`src/rtl/prio_encoder_arb.sv`:
```
// Registered N-line priority encoder / arbiter: sticky pending capture, fixed or
// round-robin selection, and a valid/ready index port with back-to-back grants.
module prio_encoder_arb #(
  parameter int N          = 10,
  parameter int W          = $clog2(N),
  parameter bit ACTIVE_LOW = 1'b1
) (
  input  logic         clk,
  input  logic         rst,
  input  logic [N-1:0] req,
  input  logic [N-1:0] mask,
  input  logic         en,
  input  logic         mode,
  output logic [N-1:0] pending,
  output logic         gs,
  output logic         out_valid,
  input  logic         out_ready,
  output logic [W-1:0] out_idx
);

  typedef enum logic {IDLE, HOLD} state_t;

  state_t       state;
  logic [W-1:0] rr_ptr;
  logic [N-1:0] act;
  logic [N-1:0] elig;
  logic [N-1:0] clr;
  logic [W-1:0] sel;
  logic [W-1:0] sel_hi;
  logic [W-1:0] sel_lo;
  logic         found_hi;
  logic         found_lo;
  logic         grant;
  int           thr;

  assign act  = ACTIVE_LOW ? ~req : req;
  assign elig = pending & ~mask;
  assign gs   = |elig;

  // Round-robin is two ordered scans: indices above rr_ptr first, then the rest
  // (rr_ptr last). Fixed priority is the same scan with the threshold below 0.
  always_comb begin
    thr      = mode ? int'(rr_ptr) : -1;
    sel_hi   = '0;
    sel_lo   = '0;
    found_hi = 1'b0;
    found_lo = 1'b0;
    for (int i = 0; i < N; i++) begin
      if (elig[i] && (i > thr) && !found_hi) begin
        sel_hi   = W'(i);
        found_hi = 1'b1;
      end
      if (elig[i] && (i <= thr) && !found_lo) begin
        sel_lo   = W'(i);
        found_lo = 1'b1;
      end
    end
    sel = found_hi ? sel_hi : sel_lo;
  end

  assign grant = en && gs && ((state == IDLE) || out_ready);
  assign clr   = grant ? ({{(N-1){1'b0}}, 1'b1} << sel) : '0;

  always_ff @(posedge clk or posedge rst) begin
    if (rst) begin
      state     <= IDLE;
      pending   <= '0;
      out_valid <= 1'b0;
      out_idx   <= '0;
      rr_ptr    <= W'(N - 1);
    end else begin
      // set after clear so a level-held request re-pends immediately
      pending <= (pending & ~clr) | act;
      case (state)
        IDLE: begin
          if (grant) begin
            out_idx   <= sel;
            out_valid <= 1'b1;
            rr_ptr    <= sel;
            state     <= HOLD;
          end else begin
            out_valid <= 1'b0;
          end
        end
        HOLD: begin
          if (out_ready) begin
            if (grant) begin
              out_idx   <= sel;
              out_valid <= 1'b1;
              rr_ptr    <= sel;
            end else begin
              out_valid <= 1'b0;
              state     <= IDLE;
            end
          end
        end
        default: begin
          out_valid <= 1'b0;
          state     <= IDLE;
        end
      endcase
    end
  end

endmodule

```
`config.mk`:
```
export PLATFORM = sky130hd
export DESIGN_NAME = prio_encoder_arb
export DESIGN_NICKNAME = d
export VERILOG_FILES = /design/src/rtl/prio_encoder_arb.sv
export SDC_FILE = /design/constraint.sdc
export NUM_CORES = 1
export LEC_CHECK = 0
export ABC_AREA = 1
export CAP_MARGIN = 30
export CORE_UTILIZATION = 51
export DETAILED_ROUTE_END_ITERATION = 7
export PLACE_DENSITY = 0.85
export SLEW_MARGIN = 10
export SYNTH_ARGS = -nofsm -noshare
export SYNTH_HDL_FRONTEND = slang
export SYNTH_SLANG_ARGS = --single-unit
```
`constraint.sdc`:
```
create_clock -name clk -period 3.6 [get_ports clk]
set_input_delay 0.72 -clock clk [delete_from_list [all_inputs] [get_ports clk]]
set_output_delay 0.72 -clock clk [all_outputs]
set_load 0.01 [all_outputs]
```
==> flow_summary.ini, run 1 <==
[synthesis]
syn-cell-area_um2 = 1420
muxShareOfSynthArea_pct = 0
synth-seq-cells = 18
synth_xor_area_share_pct = 0
synth_compound_area_share_pct = 10.9
synth_top_family_by_area = simple AND/OR/NAND/NOR gates
synthSimpleGateAreaFrac_pct = 45.3
yosys.cell_types.count = 30
yosysSeqAreaShare_pct = 32.0
synth.avg_cell_area_um2 = 6.78
yosys_most_used_dff = dfrtp_1
syn-num-nets = 234
synth_fa_ha_area_share_pct = 0
yosysWarnings = 0
async_flop_share_pct = 100
synth-edff-count = 0
synthCells = 209

[finish]
diodes = 0
syn_to_final_growth_pct = 31.6
layout-drive-gt1-share_pct = 15.6
nFillCells = 213
multi_input_area_um2 = 796
seqCellArea_um2 = 453
final_common_cell = nand2_1
fin_nets = 276
mostFrequentLayoutCells = 57 x nand2_1, 40 x clkdlybuf4s50_1, 34 x inv_1, 21 x nor2_1, 16 x dfrtp_1

[clock_network]
cts_tree = yes
ctsRootBufferMaster = clkbuf_4
htreeDepth = 1
path_clk_slew_ns = 0.10
post_cts_buffers = 0
clockBufferDepth = 2
numCtsBuffers = 3
clock_latency_ns = 0.29
clock_sinks = 18
cts_resized = 0
postCtsHoldBufs = 0

[routing]
wl_per_cell_um = 13.1
drt-initial-drc-count = 36
route.met3.wl_um = 288
routed.top_layer = met4
detail_route.drc_violations = 0
wl_met1_mm = 1.62
vias = 1483
viasPerCell = 5.30
routed_wl_mm = 3.68
dr.pass1.iters = 4
wl_met2_mm = 1.71
drtAntennaViolNets = 0

[timing]
skew_ns = 0.00316
hold_viol = 0
fmax_mhz = 338
tightest_slew_ns = 0.652
report.final.slew_viol_count = 0
period_share_pct = 82.3
slew_headroom_pct = 56.5
setup_viol = 0
rsz0062_at_grt = false
period_needed_ns = 2.96
fin_tns_setup_ns = 0

[critical_path]
start_kind = input pin
crit_path_cell_trace = clkdlybuf4s50_1 > nor2_2 > nor4_1 > nand4_1 > clkdlybuf4s50_1
cpPeakStageDelay_ns = 0.52
cp.required_ns = 2.88
regToRegSetupSlack_ns = 1.36
crit_path_max_fanout = 4
cp_slowest_cell = clkdlybuf4s50_1
cp-end-kind = primary output
criticalPathCategory = in -> out
critical_path_arrival_ns = 2.24
crit_top_cell = clkdlybuf4s50_1

[floorplanning]
initial_core_util_pct = 55.7
die_area_um2 = 2990
core_area_um2 = 2540
num_io_pins = 41
die_x_um = 54.7
rows = 18
die_h_um = 54.7

[placement]
gp_congestion = 0.953
port_buffers = 40
dp_hpwl_mm = 3.05

[grt]
antenna_found_initial = 0
overflow = 0
gr-usage-all-layers_pct = 28.3
grt_max_degree = 19
grt_pass1_wl_mm = 5.91
grt_pass1_vias = 1379

[power]
leakage_nw = 0.980
vdd_ir_drop_max_mv = 0.336
p_per_area_nw_per_um2 = 399
total_power_w = 0.000745

[job]
drv_cap = 0

[hold_path]
hp-class = reg -> reg

[status]
outcome = finished, final reports clean
==> metrics by stage <==
stage | worst slack (ns) | area (µm²) | utilization [%] | std cells | hold slack, ns
2_1_floorplan | 1.52 | 1420 | - | 209 | 0.504
3_3_place_gp | 0.665 | 1830 | 71.9 | 276 | 0.470
3_5_place_dp | 0.640 | 1830 | 71.9 | 276 | 0.471
4_1_cts | 0.637 | 1870 | 73.3 | 280 | 0.500
5_1_grt | 0.551 | 1870 | 73.3 | 280 | 0.533
6_report | 0.638 | 1870 | 73.3 | 280 | 0.496
==> report_power, final <==
group / internal (W) / switching, W
sequential: 0.000231 / 0.0000309
combinational: 0.000144 / 0.000215
clock: 0.0000617 / 0.0000621
total: 0.000436 / 0.000308
==> critical path: cells and delay by family <==
kind / cells / cell delay (ns)
buffers and inverters: 2 / 1.03
and+or+nand+nor: 3 / 0.49
==> synth_stat cells, drive strengths merged (2+ instances only) <==
master,n,share of area [%]
nor2,27,8.9
dfstp,2,3.7
nand3,18,7.8
nor3,2,1.5
buf,3,1.9
nand2,68,20
inv,38,10
a21oi,5,3.1
nand3b,2,1.9
o21ai,16,6.7
nand4,9,4.4
dfrtp,16,28
==> path summary, 6_finish.rpt <==
path	start	to	cells after the start
max in group asynchronous	rst	state	2
setup reg to reg	pending[6]	pending[9]	9
min in group asynchronous	rst	pending[3]	2
setup / recovery	mask[1]	gs	5
hold / removal	out_idx[3]	out_idx[3]	2
hold reg to reg	out_idx[3]	out_idx[3]	2
==> sequential cells by signal (all words and copies together), names as in the netlist <==
| register | cells |
|---|---|
| out_idx | 2 |
| out_valid | 1 |
| pending | 10 |
| rr_ptr | 4 |
| state | 1 |
==> layer usage <==
metal | vias to the layer above | track usage, %
met5 | - | 0
met4 | 0 | 9.83
met3 | 8 | 6.94
met2 | 67 | 45.8
met1 | 659 | 36.3
li1 | 749 | -
==> kinds of logic after synthesis <==
kind of cell / count (synthesis)
compound gates: 23
simple gates: 127
flops: 18
buf+inv: 41
==> cell type report <==
class	count	share of cell area, %
clock buffers	4	1.95
inverters	38	7.65
multi-input cells	150	42.7
flip-flops and latches	18	24.3
well taps	30	2.01
repair buffers	40	21.5
(Power assumes the default switching activity.)
==> inputs of run 2 (changes only) <==
--- a/config.mk
+++ b/config.mk
@@ -7,9 +7,9 @@
 export LEC_CHECK = 0
 export ABC_AREA = 1
 export CAP_MARGIN = 30
-export CORE_UTILIZATION = 51
+export CORE_UTILIZATION = 43
 export DETAILED_ROUTE_END_ITERATION = 7
-export PLACE_DENSITY = 0.85
+export PLACE_DENSITY = 0.76
 export SLEW_MARGIN = 10
 export SYNTH_ARGS = -nofsm -noshare
 export SYNTH_HDL_FRONTEND = slang
==> constraint.sdc (replaced) <==
create_clock -name clk -period 2.4 [get_ports clk]
set_input_delay 0.48 -clock clk [delete_from_list [all_inputs] [get_ports clk]]
set_output_delay 0.48 -clock clk [all_outputs]
set_load 0.01 [all_outputs]
==> run 2 against run 1 <==
Against the previous run:
- register-to-register slack got worse by 1.1 ns
- routed wire length rose by 0.38%
- clock power is 54% higher
- clock skew is 0.00087 ns higher
- first-iteration DRC count increased by 44%
- worst hold slack better by 0.0069 ns
- flip-flop and latch count did not move
- setup slack worse by 0.56 ns
- via count increased by 1.8%
- critical endpoint unchanged
==> flow_summary.ini, run 2 (synthesis results as in run 1) <==
[grt]
grt_max_degree = 19
overflow = 0
grt_pass1_wl_mm = 6.31
grt_pass1_vias = 1465
gr-usage-all-layers_pct = 24.3
antenna_found_initial = 0

[timing]
skew_ns = 0.00403
period_needed_ns = 2.32
fmax_mhz = 432
period_share_pct = 96.5
report.final.slew_viol_count = 0
tightest_slew_ns = 0.663
fin_tns_setup_ns = 0
setup_viol = 0
hold_viol = 0
slew_headroom_pct = 55.8

[finish]
final_cell_count_no_fill = 319
layout-drive-gt1-share_pct = 24.4
fin_nets = 301
final_common_cell = nand2_1
diodes = 0
top_register = pending
biggestRegsByFlops = pending: 10 flops, rr_ptr: 4 flops, out_idx: 2 flops
mostFrequentLayoutCells = 57 x nand2_1, 39 x clkdlybuf4s50_1, 34 x inv_1, 25 x buf_4, 21 x nor2_1
final_core_util_pct = 68.1
syn_to_final_growth_pct = 47.9
largest_reg_flops = 10

[critical_path]
regToRegSetupSlack_ns = 0.30
critPathBufInv = 3
criticalPathCategory = in -> out
cp.required_ns = 1.92
start_kind = input pin
cpPeakStageDelay_ns = 0.46
crit_path_cell_trace = clkdlybuf4s50_1 > nor2_1 > inv_1 > nand2_1 > nor3_2 > nand4_1 > dlygate4sd2_1
critical_path_arrival_ns = 1.84
crit_path_max_fanout = 2
crit_family = buffers and inverters
cp_slowest_cell = clkdlybuf4s50_1
cp-end-kind = primary output

[routing]
drtAntennaViolNets = 0
viasPerCell = 4.73
drt-initial-drc-count = 52
detail_route.drc_violations = 0
routed_wl_mm = 3.69
vias = 1510
dr.pass1.iters = 4
wl_per_cell_um = 11.6

[clock_network]
ctsRootBufferMaster = clkbuf_4
post_cts_buffers = 0
clockBufferDepth = 2
clock_sinks = 18
clock_latency_ns = 0.30
htreeDepth = 1
path_clk_slew_ns = 0.10
cts_tree = yes
numCtsBuffers = 3

[power]
switching_share_pct = 40.6
power.switching_w = 0.000481
total_power_w = 0.00119
seqPwrFrac_pct = 33.0
clkPwrFrac_pct = 16.1
internal_power_w = 0.000704
leakage_nw = 1.10
p_comb_share_pct = 50.8
p_per_area_nw_per_um2 = 566
vdd_ir_drop_max_mv = 0.375

[floorplanning]
core_area_um2 = 3080
die_area_um2 = 3530
die_h_um = 59.4
die_x_um = 59.4
rows = 20
initial_core_util_pct = 46.1
num_io_pins = 41

[job]
drv_cap = 0

[placement]
place_inst = 315
gp_congestion = 0.861
port_buffers = 40
dp_hpwl_mm = 3.10

[status]
outcome = finished, final reports clean

[hold_path]
hp-class = reg -> reg
==> run 2: power by group through the flow <==
stage | registers (W) | logic [W] | clock network (W)
after global placement | 0.000396 | 0.000580 | 0
final | 0.000392 | 0.000603 | 0.000191
after detailed placement | 0.000396 | 0.000586 | 0
after floorplan | 0.000396 | 0.000359 | 0
after CTS | 0.000391 | 0.000589 | 0.000199
after global routing | 0.000399 | 0.000666 | 0.000212
==> run 2: stage by stage <==
stage                     setup WS (ns)  cell area (µm²)  hold WS (ns)
final                            0.0829             2100         0.503
after global routing           -0.00645             2100         0.545
after CTS                        0.0837             2070         0.513
after detailed placement         -0.184             2030         0.475
after global placement           -0.161             2030         0.476
after floorplan                   0.560             1420         0.417
==> run 2: layout make-up <==
type                    instances  area [µm²]
well taps                      44        55.1
flip-flops and latches         18         453
inverters                      38         143
fillers                       287         981
clock buffers                   4        36.3
multi-input cells             150         823
repair buffers                 65         587
==> run 2: final timing paths <==
path                             from    endpoint  depth (start not counted)
max                           mask[5]          gs                          7
min                        pending[4]  pending[4]                          2
max reg2reg                 rr_ptr[3]  pending[2]                         11
min reg2reg                pending[4]  pending[4]                          2
max in group asynchronous         rst  pending[1]                          2
min in group asynchronous         rst  pending[3]                          2
==> run 2: routing by layer <==
metal	vias to the layer above	share of wire, %	global-route usage, %
met4	0	1.7	8.84
met2	30	46	39.8
li1	799	-	-
met3	7	3.2	3.28
met1	674	49	32.6
met5	-	0	0
==> run 2: repair_timing <==
item                                    in CTS  in global routing
gates resized for setup                      1                  5
hold buffers                                 0                  0
pin swaps                                    0                  2
cloned                                       0                  0
endpoints found under the setup margin       1                  6
==> run 2: worst reg2reg max path, stage by stage (launching register included) <==
cell and delay, ns:
dfstp_2 0.60, o21ai_4 0.10, inv_1 0.18, nor2_2 0.08
nor3_4 0.24, nand3b_4 0.13, nor2_4 0.16, nand3_1 0.11
nand2_2 0.11, nand2_1 0.09, o21ai_1 0.15, nand2_1 0.06
==> inputs of run 3 (changes only) <==
--- a/config.mk
+++ b/config.mk
@@ -10,6 +10,7 @@
 export CORE_UTILIZATION = 43
 export DETAILED_ROUTE_END_ITERATION = 7
 export PLACE_DENSITY = 0.76
+export SKIP_LAST_GASP = 1
 export SLEW_MARGIN = 10
 export SYNTH_ARGS = -nofsm -noshare
 export SYNTH_HDL_FRONTEND = slang
==> results of run 3 <==
No change in the layout: final DEF, timing and power equal those of run 2.
